===== config.mk =====
export PLATFORM = sky130hd
export DESIGN_NAME = pts_host_loader
export DESIGN_NICKNAME = d
export VERILOG_FILES = /design/src/rtl/pts_pkg.sv /design/src/rtl/pts_strobe_gen.sv /design/src/rtl/pts_host_loader.sv
export SDC_FILE = /design/constraint.sdc
export NUM_CORES = 1
export LEC_CHECK = 0
export BUFFER_PORTS_ARGS = -buffer_cell sky130_fd_sc_hd__buf_2
export CORE_AREA = 2 2 190 117
export CTS_BUF_LIST = sky130_fd_sc_hd__clkbuf_8
export DETAILED_ROUTE_END_ITERATION = 16
export DIE_AREA = 0 0 192 119
export PLACE_DENSITY_LB_ADDON = 0.1
export SLEW_MARGIN = 10
export SYNTH_ARGS = -nofsm -noshare
export SYNTH_HDL_FRONTEND = slang
export SYNTH_SLANG_ARGS = --single-unit

===== constraint.sdc =====
create_clock -name iClk -period 5.8 [get_ports iClk]
set_clock_uncertainty 0.2 [all_clocks]
set_input_delay 0 -clock iClk [delete_from_list [all_inputs] [get_ports iClk]]
set_output_delay 0 -clock iClk [all_outputs]
set_load 0.05 [all_outputs]

===== src/rtl/pts_pkg.sv =====
// Shared constants for the PTS host loader: opcodes, FSM encoding, readback framing.
// Helper picks one byte out of the captured readback frame.
package pts_pkg;

    localparam logic [7:0] OP_IDX  = 8'h49;
    localparam logic [7:0] OP_CODE = 8'h43;
    localparam logic [7:0] OP_TRIG = 8'h54;
    localparam logic [7:0] OP_READ = 8'h52;

    localparam int RB_LEN = 5;

    localparam logic [3:0] S_IDLE      = 4'd0;
    localparam logic [3:0] S_GET_IDX   = 4'd1;
    localparam logic [3:0] S_GET_CODE  = 4'd2;
    localparam logic [3:0] S_SETUP     = 4'd3;
    localparam logic [3:0] S_PULSE     = 4'd4;
    localparam logic [3:0] S_HOLD      = 4'd5;
    localparam logic [3:0] S_INC_SETUP = 4'd6;
    localparam logic [3:0] S_INC_PULSE = 4'd7;
    localparam logic [3:0] S_TX        = 4'd8;

    typedef enum logic [1:0] {
        SEL_IDX  = 2'd0,
        SEL_CODE = 2'd1,
        SEL_TRIG = 2'd2
    } strobeSel_t;

    // Frame is {index, code[31:0]}; byte 0 goes out first.
    function automatic logic [7:0] rbByte(
        input logic [39:0] frame,
        input logic [2:0]  idx
    );
        logic [7:0] b;
        case (idx)
            3'd0:    b = frame[39:32];
            3'd1:    b = frame[31:24];
            3'd2:    b = frame[23:16];
            3'd3:    b = frame[15:8];
            default: b = frame[7:0];
        endcase
        return b;
    endfunction

endpackage


===== src/rtl/pts_strobe_gen.sv =====
// Single shared strobe timer: one clean pulse of PULSE_LEN cycles per start.
// oDone marks the final high cycle so the FSM can leave on the same edge.
module pts_strobe_gen #(
    parameter int PULSE_LEN = 4
) (
    input  logic iClk,
    input  logic iRst,
    input  logic iStart,
    output logic oPulse,
    output logic oDone
);

    localparam int CW = $clog2(PULSE_LEN + 1);

    logic [CW-1:0] cnt;

    always_ff @(posedge iClk) begin
        if (iRst) begin
            oPulse <= 1'b0;
            cnt    <= '0;
        end else if (iStart) begin
            oPulse <= 1'b1;
            cnt    <= CW'(PULSE_LEN - 1);
        end else if (oPulse) begin
            if (cnt == '0) begin
                oPulse <= 1'b0;
            end else begin
                cnt <= cnt - 1'b1;
            end
        end
    end

    assign oDone = oPulse && (cnt == '0);

endmodule


===== src/rtl/pts_host_loader.sv =====
// Host byte-stream front end for the 32-channel PTS sequencer: parses
// index/code/trigger/readback frames and drives the sequencer load strobes.
module pts_host_loader
    import pts_pkg::*;
#(
    parameter int PULSE_LEN = 4,
    parameter int TIMEOUT   = 100000,
    parameter int AUTO_INC  = 0
) (
    input  logic        iClk,
    input  logic        iRst,
    input  logic [7:0]  iRxData,
    input  logic        iRxValid,
    output logic [7:0]  oTxData,
    output logic        oTxValid,
    input  logic        iTxReady,
    output logic        oSET_INDEX_FLAG,
    output logic [7:0]  oSET_INDEX,
    output logic        oSET_CODE_FLAG,
    output logic [31:0] oSET_CODE,
    output logic        oTrigger,
    input  logic [7:0]  iCurIndex,
    input  logic [31:0] iCurCode,
    output logic        oBusy,
    output logic        oErr,
    output logic [7:0]  oErrCount
);

    localparam int TW = $clog2(TIMEOUT + 1);

    logic [3:0]    state;
    logic [1:0]    byteCnt;
    logic [23:0]   codeAcc;
    logic [TW-1:0] toCnt;
    logic [39:0]   rbFrame;
    logic [2:0]    txCnt;
    strobeSel_t    sel;

    logic pulse;
    logic pulseDone;
    logic strobeStart;
    logic inGet;
    logic knownOp;
    logic timeoutHit;
    logic dropByte;
    logic errEvent;

    assign inGet = (state == S_GET_IDX) || (state == S_GET_CODE);

    assign knownOp = (iRxData == OP_IDX) || (iRxData == OP_CODE) ||
                     (iRxData == OP_TRIG) || (iRxData == OP_READ);

    assign timeoutHit = inGet && !iRxValid &&
                        (toCnt == TW'(TIMEOUT - 1));

    // Anything outside IDLE and the payload states cannot take a byte.
    assign dropByte = iRxValid && (state != S_IDLE) && !inGet;

    assign errEvent = (iRxValid && (state == S_IDLE) && !knownOp) ||
                      dropByte || timeoutHit;

    assign strobeStart = (state == S_SETUP) || (state == S_INC_SETUP) ||
                         ((state == S_IDLE) && iRxValid &&
                          (iRxData == OP_TRIG));

    pts_strobe_gen #(
        .PULSE_LEN(PULSE_LEN)
    ) uStrobe (
        .iClk  (iClk),
        .iRst  (iRst),
        .iStart(strobeStart),
        .oPulse(pulse),
        .oDone (pulseDone)
    );

    assign oSET_INDEX_FLAG = pulse && (sel == SEL_IDX);
    assign oSET_CODE_FLAG  = pulse && (sel == SEL_CODE);
    assign oTrigger        = pulse && (sel == SEL_TRIG);

    assign oBusy    = (state != S_IDLE);
    assign oTxValid = (state == S_TX);
    assign oTxData  = oTxValid ? rbByte(rbFrame, txCnt) : 8'h00;

    always_ff @(posedge iClk) begin
        if (iRst) begin
            oErr      <= 1'b0;
            oErrCount <= 8'h00;
        end else begin
            oErr <= errEvent;
            if (errEvent && (oErrCount != 8'hFF)) begin
                oErrCount <= oErrCount + 8'd1;
            end
        end
    end

    always_ff @(posedge iClk) begin
        if (iRst) begin
            state      <= S_IDLE;
            byteCnt    <= '0;
            codeAcc    <= '0;
            toCnt      <= '0;
            rbFrame    <= '0;
            txCnt      <= '0;
            sel        <= SEL_IDX;
            oSET_INDEX <= '0;
            oSET_CODE  <= '0;
        end else begin
            case (state)
                S_IDLE: begin
                    toCnt <= '0;
                    if (iRxValid) begin
                        unique case (1'b1)
                            (iRxData == OP_IDX): begin
                                state <= S_GET_IDX;
                            end
                            (iRxData == OP_CODE): begin
                                state   <= S_GET_CODE;
                                byteCnt <= '0;
                            end
                            (iRxData == OP_TRIG): begin
                                state <= S_PULSE;
                                sel   <= SEL_TRIG;
                            end
                            (iRxData == OP_READ): begin
                                state   <= S_TX;
                                rbFrame <= {iCurIndex, iCurCode};
                                txCnt   <= '0;
                            end
                            default: begin
                            end
                        endcase
                    end
                end
                S_GET_IDX: begin
                    if (iRxValid) begin
                        oSET_INDEX <= iRxData;
                        sel        <= SEL_IDX;
                        state      <= S_SETUP;
                    end else if (timeoutHit) begin
                        state <= S_IDLE;
                    end else begin
                        toCnt <= toCnt + 1'b1;
                    end
                end
                S_GET_CODE: begin
                    if (iRxValid) begin
                        toCnt <= '0;
                        if (byteCnt == 2'd3) begin
                            oSET_CODE <= {codeAcc, iRxData};
                            sel       <= SEL_CODE;
                            state     <= S_SETUP;
                        end else begin
                            codeAcc <= {codeAcc[15:0], iRxData};
                            byteCnt <= byteCnt + 1'b1;
                        end
                    end else if (timeoutHit) begin
                        state <= S_IDLE;
                    end else begin
                        toCnt <= toCnt + 1'b1;
                    end
                end
                S_SETUP: begin
                    state <= S_PULSE;
                end
                S_PULSE: begin
                    if (pulseDone) begin
                        state <= S_HOLD;
                    end
                end
                S_HOLD: begin
                    if ((AUTO_INC != 0) && (sel == SEL_CODE)) begin
                        sel   <= SEL_TRIG;
                        state <= S_INC_SETUP;
                    end else begin
                        state <= S_IDLE;
                    end
                end
                S_INC_SETUP: begin
                    state <= S_INC_PULSE;
                end
                S_INC_PULSE: begin
                    if (pulseDone) begin
                        state <= S_IDLE;
                    end
                end
                S_TX: begin
                    if (iTxReady) begin
                        if (txCnt == 3'(RB_LEN - 1)) begin
                            state <= S_IDLE;
                        end else begin
                            txCnt <= txCnt + 1'b1;
                        end
                    end
                end
                default: begin
                    state <= S_IDLE;
                end
            endcase
        end
    end

endmodule

==> qor.yml, run 1 <==
clock-root-buffer: "clkbuf_8"
hold_path_startpoint: "iCurCode[7]"
r2r_start: "state[0]"
synth-edff-count: 0
cts_setup_buffers: 0
drive_gt1_share_pct: 17.0
reg2reg_depth: 8
viasPerCell: 4.74
drt-total-wl_mm: 18.5
grt-ovfl-total: 0
ys_top_cells_by_area: "dfxtp_1, nand2_1, a21oi_1, nor2_1, clkbuf_1"
clock_latency_ns: 0.46
crit_path_frequent_cell: "nand2_1"
clk_pin_slew_ns: 0.08
grt_max_degree: 74
worst-slew-pin-transition_ns: 0.872
fillCellCount: 2277
die_area_sq_um: 22800
placementRows: 42
synthArstFlopShare_pct: 0
die_x_um: 192
start_util_pct: 29.2
startpoint_type: "register"
grt_pass1_wl_mm: 29.2
cp_slowest_cell: "dfxtp_1"
syn_area_per_cell_sq_um: 7.85
r2r-end: "rbFrame[23]"
clockBufferDepth: 2
synth_compound_gate_area_share_pct: 17.1
remaining_drc_errors: 0
cts_tree: "yes"
cts-resized-gates: 0
wire_per_inst_um: 14.9
syn_to_final_growth_pct: 28.6
finalSetupViolCount: 0
place.port_buffers: 113
grt_antenna_before_repair: 0
cts_max_level: 4
hold_buffers: 61
synth_nets: 860
power_leakage_nw: 3.03
clock.fmax_ghz: 0.275
syn_area_sq_um: 6260
hold_depth: 4
nets: 1003
clock-sinks: 145
synth_ff_type: "dfxtp_1"
synth_xor_area_share_pct: 1.96
yosysTopAreaCell: "dfxtp_1"
synthCells: 798
worstSetupPathType: "reg2reg"
num_vias: 5881
yosys.area_share.simple_pct: 26.3
grt_pass1_vias: 5435
min_path_type: "in2reg"
synth_fa_ha_area_share_pct: 2.00
synthMuxAreaShare_pct: 1.76
fin_crit_sh_pct: 62.7
yosysWarnings: 0
worstPathMaxFanout: 31
finalHoldViolCount: 0
first_pass_iters: 5
critPathMaxStageDelay_ns: 0.90
gp_congestion: 0.809
ios: 114
dieHeight_um: 119
yosysTopAreaCellShare_pct: 46.4
ys_types: 61
ir_drop_mv: 0.129
critical_path_required_ns: 5.94
status: "finished clean"
ys_seq_area_share_pct: 46.4
critical_path_arrival_ns: 3.78
dp_hpwl_mm: 12.2
slew_headroom_pct: 41.8
cap_violations: 0
track_usage_pct: 16.3
drt_iter0_drc: 375
dp_cells: 1147
synth_top_family_by_area: "simple AND/OR/NAND/NOR gates"
cts_buffers: 17
reg2reg_slack_ns: 2.17
cp-end-kind: "register"
whs_endpoint: "rbFrame[7]"
num_antenna_cells: 0
rsz0062_at_grt: "false"
final_cells: 1240
postRouteAntennaNets: 0
report.final.slew_viol_count: 0
power.density_nw_per_um2: 247
post-route-min-period_ns: 3.63
fin_setup_tns_ns: 0
ys_ff_latch: 145
fp.coreArea_sq_um: 21400
path_cells: "nand3b_1 > inv_2 > nand2_1 > nand4b_1 > buf_4 > nand2_1 > a21oi_1 > dlygate4sd3_1"
## synth_stat cells, types with 8 or more instances
cell,n
ha_1,10
or3_1,9
clkbuf_1,46
buf_2,8
nor3_1,10
a222oi_1,8
nand3_1,14
inv_1,12
mux2i_1,11
nand2_1,213
xor2_1,8
a21oi_1,126
o21ai_0,14
nand4_1,9
nor2_1,65
a221oi_1,8
dfxtp_1,145
## registers in the layout, indices dropped and copies added (netlist names), 2 cells and up
register     cells
byteCnt          2
codeAcc         24
oErrCount        8
oSET_CODE       32
oSET_INDEX       8
rbFrame         40
sel              2
state            4
toCnt           17
txCnt            3
uStrobe.cnt      3
## power breakdown
part	leakage, nW	switching (mW)	internal [mW]
Sequential	1.17	0.00593	1.00
Combinational	1.64	0.0679	0.0512
Clock	0.220	0.400	0.467
Total	3.03	0.474	1.52
## how the worst max path moves through the flow
| stage | startpoint | endpoint | slack [ns] | cells after the start |
|---|---|---|---|---|
| 2_1_floorplan | txCnt[0] | oTxData[0] | 3.33 | 7 |
| 3_3_place_gp | state[0] | rbFrame[26] | 2.80 | 7 |
| 3_5_place_dp | state[0] | rbFrame[19] | 2.73 | 7 |
| 4_1_cts | state[0] | rbFrame[29] | 2.17 | 8 |
| 5_1_grt | state[0] | rbFrame[31] | 1.87 | 8 |
| 6_report | state[0] | rbFrame[23] | 2.17 | 8 |
## critical path, delay by kind of cell, from the launching register on
kind	cells	cell delay [ns]
simple gates	4	1.23
buf+inv	3	1.11
flops	1	0.90
compound gates	1	0.06
## metal layers
metal  up-vias  global-route usage [%]  routed length (um)
met1      2728                    24.4                9840
li1       3022                       -                   -
met5         -                       0                   0
met2       116                    23.2                7630
met4         0                    4.63                 212
met3        15                    3.48                 781
## logic make-up after synthesis
group	count (synthesis)
xor+xnor	14
fa+ha+maj	10
buf+inv	71
compound gates	184
mux	11
flops	145
simple gates	363
## placed cells by master (no fill, tap or decap), types with 11 or more instances in the layout
| cell type | instances |
|---|---|
| inv_1 | 14 |
| o21ai_0 | 14 |
| a21oi_1 | 126 |
| nand3_1 | 14 |
| nand2_1 | 213 |
| buf_2 | 112 |
| mux2i_1 | 11 |
| dfxtp_1 | 145 |
| dlygate4sd3_1 | 61 |
| clkbuf_8 | 21 |
| nor2_1 | 65 |
## cell type report
class / count / area (sq um) / area share [%]
multi-input combinational: 582 / 3080 / 38.3
sequential: 145 / 2900 / 36.1
timing repair buffer: 180 / 1220 / 15.2
tap: 286 / 358 / 4.45
clock buffer: 21 / 289 / 3.59
clock inverter: 11 / 136 / 1.69
inverter: 15 / 56.3 / 0.700
## metrics by stage
step | utilization (%) | hold slack (ns) | setup WS (ns) | total power [mW] | cell area (sq um)
final | 37.5 | 0.128 | 2.17 | 1.99 | 8050
after floorplan | - | -0.0640 | 3.33 | 1.08 | 6260
after detailed placement | 32.7 | 0.0524 | 2.73 | 1.12 | 7010
after global placement | 32.7 | 0.0542 | 2.80 | 1.12 | 7010
after CTS | 37.5 | 0.0937 | 2.17 | 2.02 | 8050
after global routing | 37.5 | 0.126 | 1.87 | 2.07 | 8050
Note: power is estimated with default switching activity, not from simulation.
==> inputs of run 2 (changes only) <==
Clock period 5.8 ns to 3 ns, I/O delays scaled along.
==> qor.yml, run 2 (synthesis results as in run 1) <==
gp_congestion: 0.800
dp_hpwl_mm: 12.0
final_common_cell: "nand2_1"
clockBufferDepth: 2
use_met3_pct: 3.98
seq_area_sq_um: 2900
critical_path_required_ns: 2.80
min_path_type: "in2reg"
num_vias: 5804
die_area_sq_um: 22800
grt.met2_usage_pct: 22.4
met1_usage_pct: 24.7
remaining_drc_errors: 0
power_leakage_nw: 3.02
critical_path_arrival_ns: 2.57
final_cell_mix: "nand2_1, dfxtp_1, a21oi_1, buf_2, nor2_1"
clock.fmax_ghz: 0.361
largest_register_ffs: 40
cts_buffers: 17
clock-sinks: 145
worst_slack_ns: 0.232
slew_headroom_pct: 58.6
grt_antenna_before_repair: 0
fin_util_pct: 37.6
ir_drop_mv: 0.255
num_antenna_cells: 0
cts_tree: "yes"
grt_pass1_vias: 5423
top_register: "rbFrame"
finalSetupViolCount: 0
first_pass_iters: 5
postRouteAntennaNets: 0
drt-total-wl_mm: 18.1
clock-root-buffer: "clkbuf_8"
whs_ns: 0.124
rsz0062_at_grt: "false"
report.final.slew_viol_count: 0
top_regs: "rbFrame (40), oSET_CODE (32), codeAcc (24)"
drive_gt1_share_pct: 18.0
dieHeight_um: 119
finalHoldViolCount: 0
wire_per_inst_um: 14.6
reg2reg_slack_ns: 0.34
track_usage_pct: 16.2
fillCellCount: 2286
clock_latency_ns: 0.46
placementRows: 42
fp.coreArea_sq_um: 21400
cts_setup_buffers: 0
power.density_nw_per_um2: 482
ios: 114
startpoint_type: "register"
clk_pin_slew_ns: 0.08
cap_violations: 0
worstPathMaxFanout: 12
cts_max_level: 4
die_x_um: 192
pre_cts_slack_ns: 0.485
post-route-min-period_ns: 2.77
cp-end-kind: "output port"
worst-slew-pin-transition_ns: 0.618
grt_pass1_wl_mm: 29.0
grt-ovfl-total: 0
multi_input_area_sq_um: 3090
fin_setup_tns_ns: 0
start_util_pct: 29.2
grt.busiest_layer: "met1"
status: "finished clean"
viasPerCell: 4.68
drt_iter0_drc: 409
nets: 1004
grt_max_degree: 89
place.port_buffers: 113
fin_crit_sh_pct: 92.3
worstSetupPathType: "reg2out"
syn_to_final_growth_pct: 28.7
## run 2: cell types whose count changed in the layout (fill, tap and decap cells not counted)
| cell | previous run | this run |
|---|---|---|
| clkbuf_8 | 21 | 19 |
| nor2_2 | 0 | 1 |
| dlygate4sd3_1 | 61 | 53 |
| buf_4 | 7 | 15 |
| bufinv_16 | 3 | 4 |
| nor2_1 | 65 | 64 |
| buf_12 | 0 | 1 |
| clkinv_4 | 1 | 0 |
| clkinv_2 | 3 | 5 |
## run 2: timing repair
action	4_1_cts	5_1_grt
resized for setup	0	1
hold buffers	53	0
endpoints found under the setup margin	0	1
hold endpoints to repair	105	0
## run 2: worst max-delay path: stages, from the launching register on
cell	delay, ns
dfxtp_1	0.40
inv_1	0.09
ha_1	0.37
or3_1	0.43
a21oi_1	0.15
buf_4	0.18
a221oi_1	0.09
nor2_1	0.11
buf_2	0.27
## run 2: routing by layer
layer,vias to the layer above,wire [um]
met4,0,168
li1,3022,-
met5,-,0
met3,11,765
met2,115,7330
met1,2656,9840
## run 2: stage by stage
step / cell area, sq um / std cells / power, mW
6_report: 8060 / 1241 / 3.88
5_1_grt: 8060 / 1241 / 4.05
4_1_cts: 8050 / 1241 / 3.94
3_5_place_dp: 7090 / 1156 / 2.17
3_3_place_gp: 7090 / 1156 / 2.17
2_1_floorplan: 6260 / 798 / 2.10
## run 2: layout make-up
| cell class | count | share of cell area [%] |
|---|---|---|
| repair buffers | 181 | 15.2 |
| inverters | 15 | 0.699 |
| clock buffers | 19 | 3.25 |
| flip-flops and latches | 145 | 36.0 |
| well taps | 286 | 4.44 |
| clock inverters | 13 | 2.08 |
| multi-input cells | 582 | 38.3 |
## run 2: worst paths after layout
kind | from | endpoint | cells after the start
setup / recovery | txCnt[0] | oTxData[7] | 8
hold / removal | iCurCode[20] | rbFrame[20] | 4
setup reg to reg | state[3] | codeAcc[7] | 7
hold reg to reg | oSET_CODE[30] | oSET_CODE[30] | 2
## run 2: power by group
part,switching (mW),internal (mW)
clock,0.766,0.936
sequential,0.0106,1.93
combinational,0.134,0.101
total,0.911,2.97
